==> config.mk <==
export PLATFORM = sky130hd
export DESIGN_NAME = sb_tx_arbiter
export DESIGN_NICKNAME = d
export VERILOG_FILES = /design/src/rtl/sb_tx_arbiter.sv
export SDC_FILE = /design/constraint.sdc
export NUM_CORES = 1
export LEC_CHECK = 0
export BUFFER_PORTS_ARGS = -buffer_cell sky130_fd_sc_hd__buf_2
export CORE_AREA = 2 2 105 107
export DETAILED_ROUTE_END_ITERATION = 6
export DIE_AREA = 0 0 107 109
export PLACE_DENSITY = 0.7
export SETUP_SLACK_MARGIN = 0.15
export SLEW_MARGIN = 20
export SYNTH_ARGS = -nofsm -noshare
export SYNTH_HDL_FRONTEND = slang
export SYNTH_SLANG_ARGS = --single-unit
==> constraint.sdc <==
create_clock -name clk_100MHz -period 2.73 [get_ports clk_100MHz]
set_input_delay 0.1365 -clock clk_100MHz [delete_from_list [all_inputs] [get_ports clk_100MHz]]
set_output_delay 0.1365 -clock clk_100MHz [all_outputs]
set_load 0.01 [all_outputs]
==> src/rtl/sb_tx_arbiter.sv <==
// Sideband transmit arbiter: round-robin selection of NUM_REQ requesters feeding one serializer.
// Optional macro SB_ARB_FIXED_PRIO_EN gives requester 0 absolute priority over the rotating rest.
module sb_tx_arbiter #(
    parameter int NUM_REQ    = 3,
    parameter int MSG_W      = 64,
    parameter int GAP_CYCLES = 4,
    localparam int PTR_W     = $clog2(NUM_REQ)
) (
    input  logic                     clk_100MHz,
    input  logic                     reset,
    input  logic [NUM_REQ-1:0]       req_valid_i,
    input  logic [NUM_REQ*MSG_W-1:0] req_msg_i,
    output logic [NUM_REQ-1:0]       req_ready_o,
    output logic                     ser_valid_o,
    output logic [MSG_W-1:0]         ser_msg_o,
    input  logic                     ser_ready_i,
    input  logic                     ser_done_i,
    output logic [PTR_W-1:0]         grant_id_o,
    output logic                     busy_o,
    output logic [1:0]               fsm_state_o
);

    // Handshake: a requester transfers on a cycle where req_valid_i[i] && req_ready_o[i];
    // the serializer takes the message on a cycle where ser_valid_o && ser_ready_i.

    localparam logic [1:0] IDLE      = 2'd0;
    localparam logic [1:0] SEND      = 2'd1;
    localparam logic [1:0] WAIT_DONE = 2'd2;
    localparam logic [1:0] GAP       = 2'd3;

    localparam logic [3:0] GAP_LOAD = 4'(GAP_CYCLES);

`ifdef SB_ARB_FIXED_PRIO_EN
    // Requester 0 is never part of the rotation, so the pointer lives in 1..NUM_REQ-1.
    localparam logic [PTR_W-1:0] RR_RST  = PTR_W'(1);
    localparam int               RR_WRAP = 1;
`else
    localparam logic [PTR_W-1:0] RR_RST  = '0;
    localparam int               RR_WRAP = 0;
`endif

    logic [1:0]       state_q, state_d;
    logic [PTR_W-1:0] rr_ptr_q, rr_ptr_d;
    logic [3:0]       gap_cnt_q, gap_cnt_d;
    logic [MSG_W-1:0] msg_q, msg_d;
    logic [PTR_W-1:0] grant_q, grant_d;

    logic             win_found;
    logic [PTR_W-1:0] win_idx;
    logic [PTR_W-1:0] scan_idx;
    logic             accept;
    int               idx;
    int               nxt;

    always_comb begin
        win_found = 1'b0;
        win_idx   = '0;
        scan_idx  = '0;
        idx       = 0;
`ifdef SB_ARB_FIXED_PRIO_EN
        if (req_valid_i[0]) begin
            win_found = 1'b1;
        end else begin
            for (int k = 0; k < NUM_REQ - 1; k++) begin
                idx = int'(rr_ptr_q) + k;
                if (idx >= NUM_REQ) idx = idx - (NUM_REQ - 1);
                scan_idx = PTR_W'(idx);
                if (!win_found && req_valid_i[scan_idx]) begin
                    win_found = 1'b1;
                    win_idx   = scan_idx;
                end
            end
        end
`else
        for (int k = 0; k < NUM_REQ; k++) begin
            idx = int'(rr_ptr_q) + k;
            if (idx >= NUM_REQ) idx = idx - NUM_REQ;
            scan_idx = PTR_W'(idx);
            if (!win_found && req_valid_i[scan_idx]) begin
                win_found = 1'b1;
                win_idx   = scan_idx;
            end
        end
`endif
    end

    // Gated by reset so nothing can be offered while reset is held.
    assign accept = (state_q == IDLE) && win_found && !reset;

    always_comb begin
        req_ready_o = '0;
        if (accept) req_ready_o[win_idx] = 1'b1;
    end

    always_comb begin
        state_d   = state_q;
        rr_ptr_d  = rr_ptr_q;
        gap_cnt_d = gap_cnt_q;
        msg_d     = msg_q;
        grant_d   = grant_q;
        nxt       = int'(win_idx) + 1;
        if (nxt >= NUM_REQ) nxt = RR_WRAP;
        case (state_q)
            IDLE: begin
                if (accept) begin
                    msg_d   = req_msg_i[win_idx*MSG_W +: MSG_W];
                    grant_d = win_idx;
                    state_d = SEND;
`ifdef SB_ARB_FIXED_PRIO_EN
                    if (win_idx != '0) rr_ptr_d = PTR_W'(nxt);
`else
                    rr_ptr_d = PTR_W'(nxt);
`endif
                end
            end
            SEND: begin
                if (ser_ready_i) state_d = WAIT_DONE;
            end
            WAIT_DONE: begin
                if (ser_done_i) begin
                    if (GAP_CYCLES == 0) begin
                        state_d = IDLE;
                    end else begin
                        state_d   = GAP;
                        gap_cnt_d = GAP_LOAD;
                    end
                end
            end
            GAP: begin
                // Leave on the last counted cycle so exactly GAP_CYCLES cycles are spent here.
                if (gap_cnt_q <= 4'd1) begin
                    state_d   = IDLE;
                    gap_cnt_d = '0;
                end else begin
                    gap_cnt_d = gap_cnt_q - 4'd1;
                end
            end
            default: state_d = IDLE;
        endcase
    end

    always_ff @(posedge clk_100MHz) begin
        if (reset) begin
            state_q   <= IDLE;
            rr_ptr_q  <= RR_RST;
            gap_cnt_q <= '0;
            msg_q     <= '0;
            grant_q   <= '0;
        end else begin
            state_q   <= state_d;
            rr_ptr_q  <= rr_ptr_d;
            gap_cnt_q <= gap_cnt_d;
            msg_q     <= msg_d;
            grant_q   <= grant_d;
        end
    end

    assign ser_valid_o = (state_q == SEND);
    assign ser_msg_o   = msg_q;
    assign grant_id_o  = grant_q;
    assign busy_o      = (state_q != IDLE);
    assign fsm_state_o = state_q;

endmodule

==> metrics <==
worst-case clock skew=0.01577 ns; crit path kind=register to register; crit path cell chain=inv_2, ha_4, mux2i_2, or3b_4, o211ai_1, o311ai_4, nor3b_4, buf_4, buf_6, buf_12, a221o_1; startpoint type of the worst setup path=register; Final Max Tran Viols=0; num rows=38; Setup crit start=rr_ptr_q[1]; internal power=4.198 mW; I/O pins=272; Distinct cells, synth=35; Die H=109 microns; unrepaired setup endpoints after global routing=yes; critical path's top delay family=compound AO/OA/AOI/OAI gates; Synth area leaders=dfxtp_1 (43%), a221o_1 (19%), a22o_1 (17%), ha_1 (4.0%), buf_6 (2.6%); commonest non-fill, non-tap cell in the layout=buf_2; P&R area growth vs syn=82.61%; Routability Congestion=0.8692; Initial Util=32.30%; largest net degree at the start of global routing=42; clock power share=15.8%; overall power=6.839 mW; H-tree levels=3; critical path peak fanout=8; core footprint=10600 sq um; Pwr Density=1094 nW/um^2; DR iter-0 viols=341; drt via density=5.377; Net Sw Frac=38.62%; gr usage total=23.58%; worst r2r src=rr_ptr_q[1]; post-synthesis sequential area ratio=43.26%; Clock Sinks=74; Avg Cell Area, Syn=11.23 sq um; synthesis warning total=0; Max Clk Rate=0.3943 GHz; Routed Antenna Nets=0; Synth top area share=43.26%; WL per Instance=18.51 microns; Synth area leader=dfxtp_1; Final Cycle Share=92.89%; final-stage net count=876; CP Depth=11; Pre-Repair DR Iteration Count=5; Hold Crit Class=input port to register; min cycle time layout=2.536 ns; Non-Filler Instances=812; buffer and inverter count on the worst path=4; worst path required time=2.95 ns; grt total ovfl=0; Worst Path Arrival=2.76 ns; most frequent cells in the layout=buf_2 (271), dlygate4sd3_1 (88), dfxtp_1 (72), a22o_1 (65), a221o_1 (64); Seq pwr share=28.6%; CTS tree=built; Crit Reg-Reg Endpoint=ser_msg_o[0]; share of cells above drive strength 1=48.73%; net count after synthesis=515; run status=completed; total die area=11660 sq um; Crit path largest cell delay=0.40 ns; clock-pin slew on the worst setup and hold paths=0.08 ns; vias in the first global route=4341; #FFs+latches synth=74; Logic pwr share=55.6%; post-synthesis cell area=3425 sq um; Critical Path End=ser_msg_o[0]; first-pass GRT wire length=21480 microns; Root Driver=clkbuf_8; Hold Violations, Final=0; Leak Pwr=3.095 nW; final setup fails=0; die width=107 microns; clock insertion delay at the later pin of the skew report=0.35 ns; Worst Tran Pin Value=0.4017 ns; Inst Count DP=696; drt total wl=15030 microns; # DRC=0; total CTS buffers=9; setup_tns=0 ns; Synth Instances=305; Via Count=4366; VDD IR-drop max=0.4661 mV; HPWL Detailed=8757 microns; worst reg2reg path depth=11; Max Cap Violations=0; initial antenna violation count=1; crit end category=register; switching power=2.642 mW; R2R Setup Slk=0.19 ns; clk buf depth=2; slew margin rel.=73.22%; Buffers on Ports=271; slowest stage cell, crit path=or3b_4
==> area by class of cell <==
cell class              count  area, sq um
fillers                   864         4349
repair buffers            378         2486
multi-input cells         196         1826
flip-flops and latches     74         1486
well taps                 140        175.2
clock buffers              10        137.6
clock inverters             6        113.9
inverters                   7        26.28
diodes                      1        2.502
==> stage by stage <==
stage	setup slack, ns	util [%]	hold WS, ns	area, sq um
3_3_place_gp	0.2410	46.05	0.3587	4882
4_1_cts	0.09711	58.00	0.0001740	6150
5_1_grt	0.08429	58.98	0.005089	6254
2_1_floorplan	0.4932	-	0.2089	3425
6_report	0.1940	58.98	0.01810	6254
3_5_place_dp	0.05802	46.05	0.3621	4882
==> cells in the mapped netlist, drive strengths merged <==
library cell   n
dfxtp         74
a22o          65
a221o         64
buf           20
ha            11
nor2           9
clkbuf         8
inv            7
nand2          6
a21o           5
nand2b         5
mux2i          4
a211oi         2
and3           2
mux2           2
nand3b         2
nor3           2
o21a           2
a21oi          1
a22oi          1
a31o           1
nand3          1
nor2b          1
nor3b          1
o2111ai        1
o211ai         1
o21ai          1
o2bb2ai        1
o311ai         1
o31ai          1
or3b           1
xnor2          1
xor2           1
==> worst min path at each step <==
stage                        startpoint             end  slack (ns)  depth (start not counted)
after floorplan                   reset  fsm_state_o[1]        0.21                          1
after global placement    req_msg_i[30]   ser_msg_o[30]        0.36                          2
after detailed placement   req_msg_i[4]    ser_msg_o[4]        0.36                          2
after CTS                 req_msg_i[24]   ser_msg_o[24]      0.0002                          2
after global routing      req_msg_i[47]   ser_msg_o[47]       0.005                          2
final                     req_msg_i[83]   ser_msg_o[19]        0.02                          2
==> logic make-up after synthesis <==
family / Yosys count / synth area share, %
xor+xnor: 2 / 0.5116
buf+inv: 35 / 6.394
flops: 74 / 43.26
simple gates: 30 / 4.603
fa+ha+maj: 11 / 4.019
mux: 6 / 1.827
compound gates: 147 / 39.39
==> power groups by stage <==
| stage | logic, mW | registers (mW) | clock network (mW) |
|---|---|---|---|
| 2_1_floorplan | 1.86 | 2.17 | 0 |
| 3_3_place_gp | 3.10 | 1.94 | 0 |
| 3_5_place_dp | 3.19 | 1.94 | 0 |
| 4_1_cts | 3.58 | 1.93 | 1.09 |
| 5_1_grt | 4.08 | 2.01 | 1.13 |
| 6_report | 3.80 | 1.95 | 1.08 |
==> worst reg2reg max path: stages (launching register included) <==
cell and delay (ns):
dfxtp_2 0.35, inv_2 0.06, ha_4 0.18, mux2i_2 0.17
or3b_4 0.40, o211ai_1 0.16, o311ai_4 0.17, nor3b_4 0.20
buf_4 0.14, buf_6 0.13, buf_12 0.13, a221o_1 0.33
==> state kept, by name (all words and copies together), names as in the netlist <==
signal	cells
fsm_state_o	2
gap_cnt_q	4
grant_id_o	2
rr_ptr_q	2
ser_msg_o	64
==> routing by layer <==
layer | GRT usage [%] | vias to the layer above | part of all wire, %
li1 | - | 1987 | -
met1 | 25.73 | 2078 | 38
met2 | 43.13 | 258 | 52
met3 | 6.097 | 43 | 7.3
met4 | 10.30 | 0 | 2.6
met5 | 0 | - | 0
==> what timing repair did <==
action                                  4_1_cts  5_1_grt
gates resized for setup                      14       11
pin swaps                                     3        9
buffers inserted                              5        3
endpoints found under the hold margin        49        0
gates cloned                                  1        3
endpoints found under the setup margin       34       67
hold buffers                                 88        0
Power figures use the tool's default switching activity.
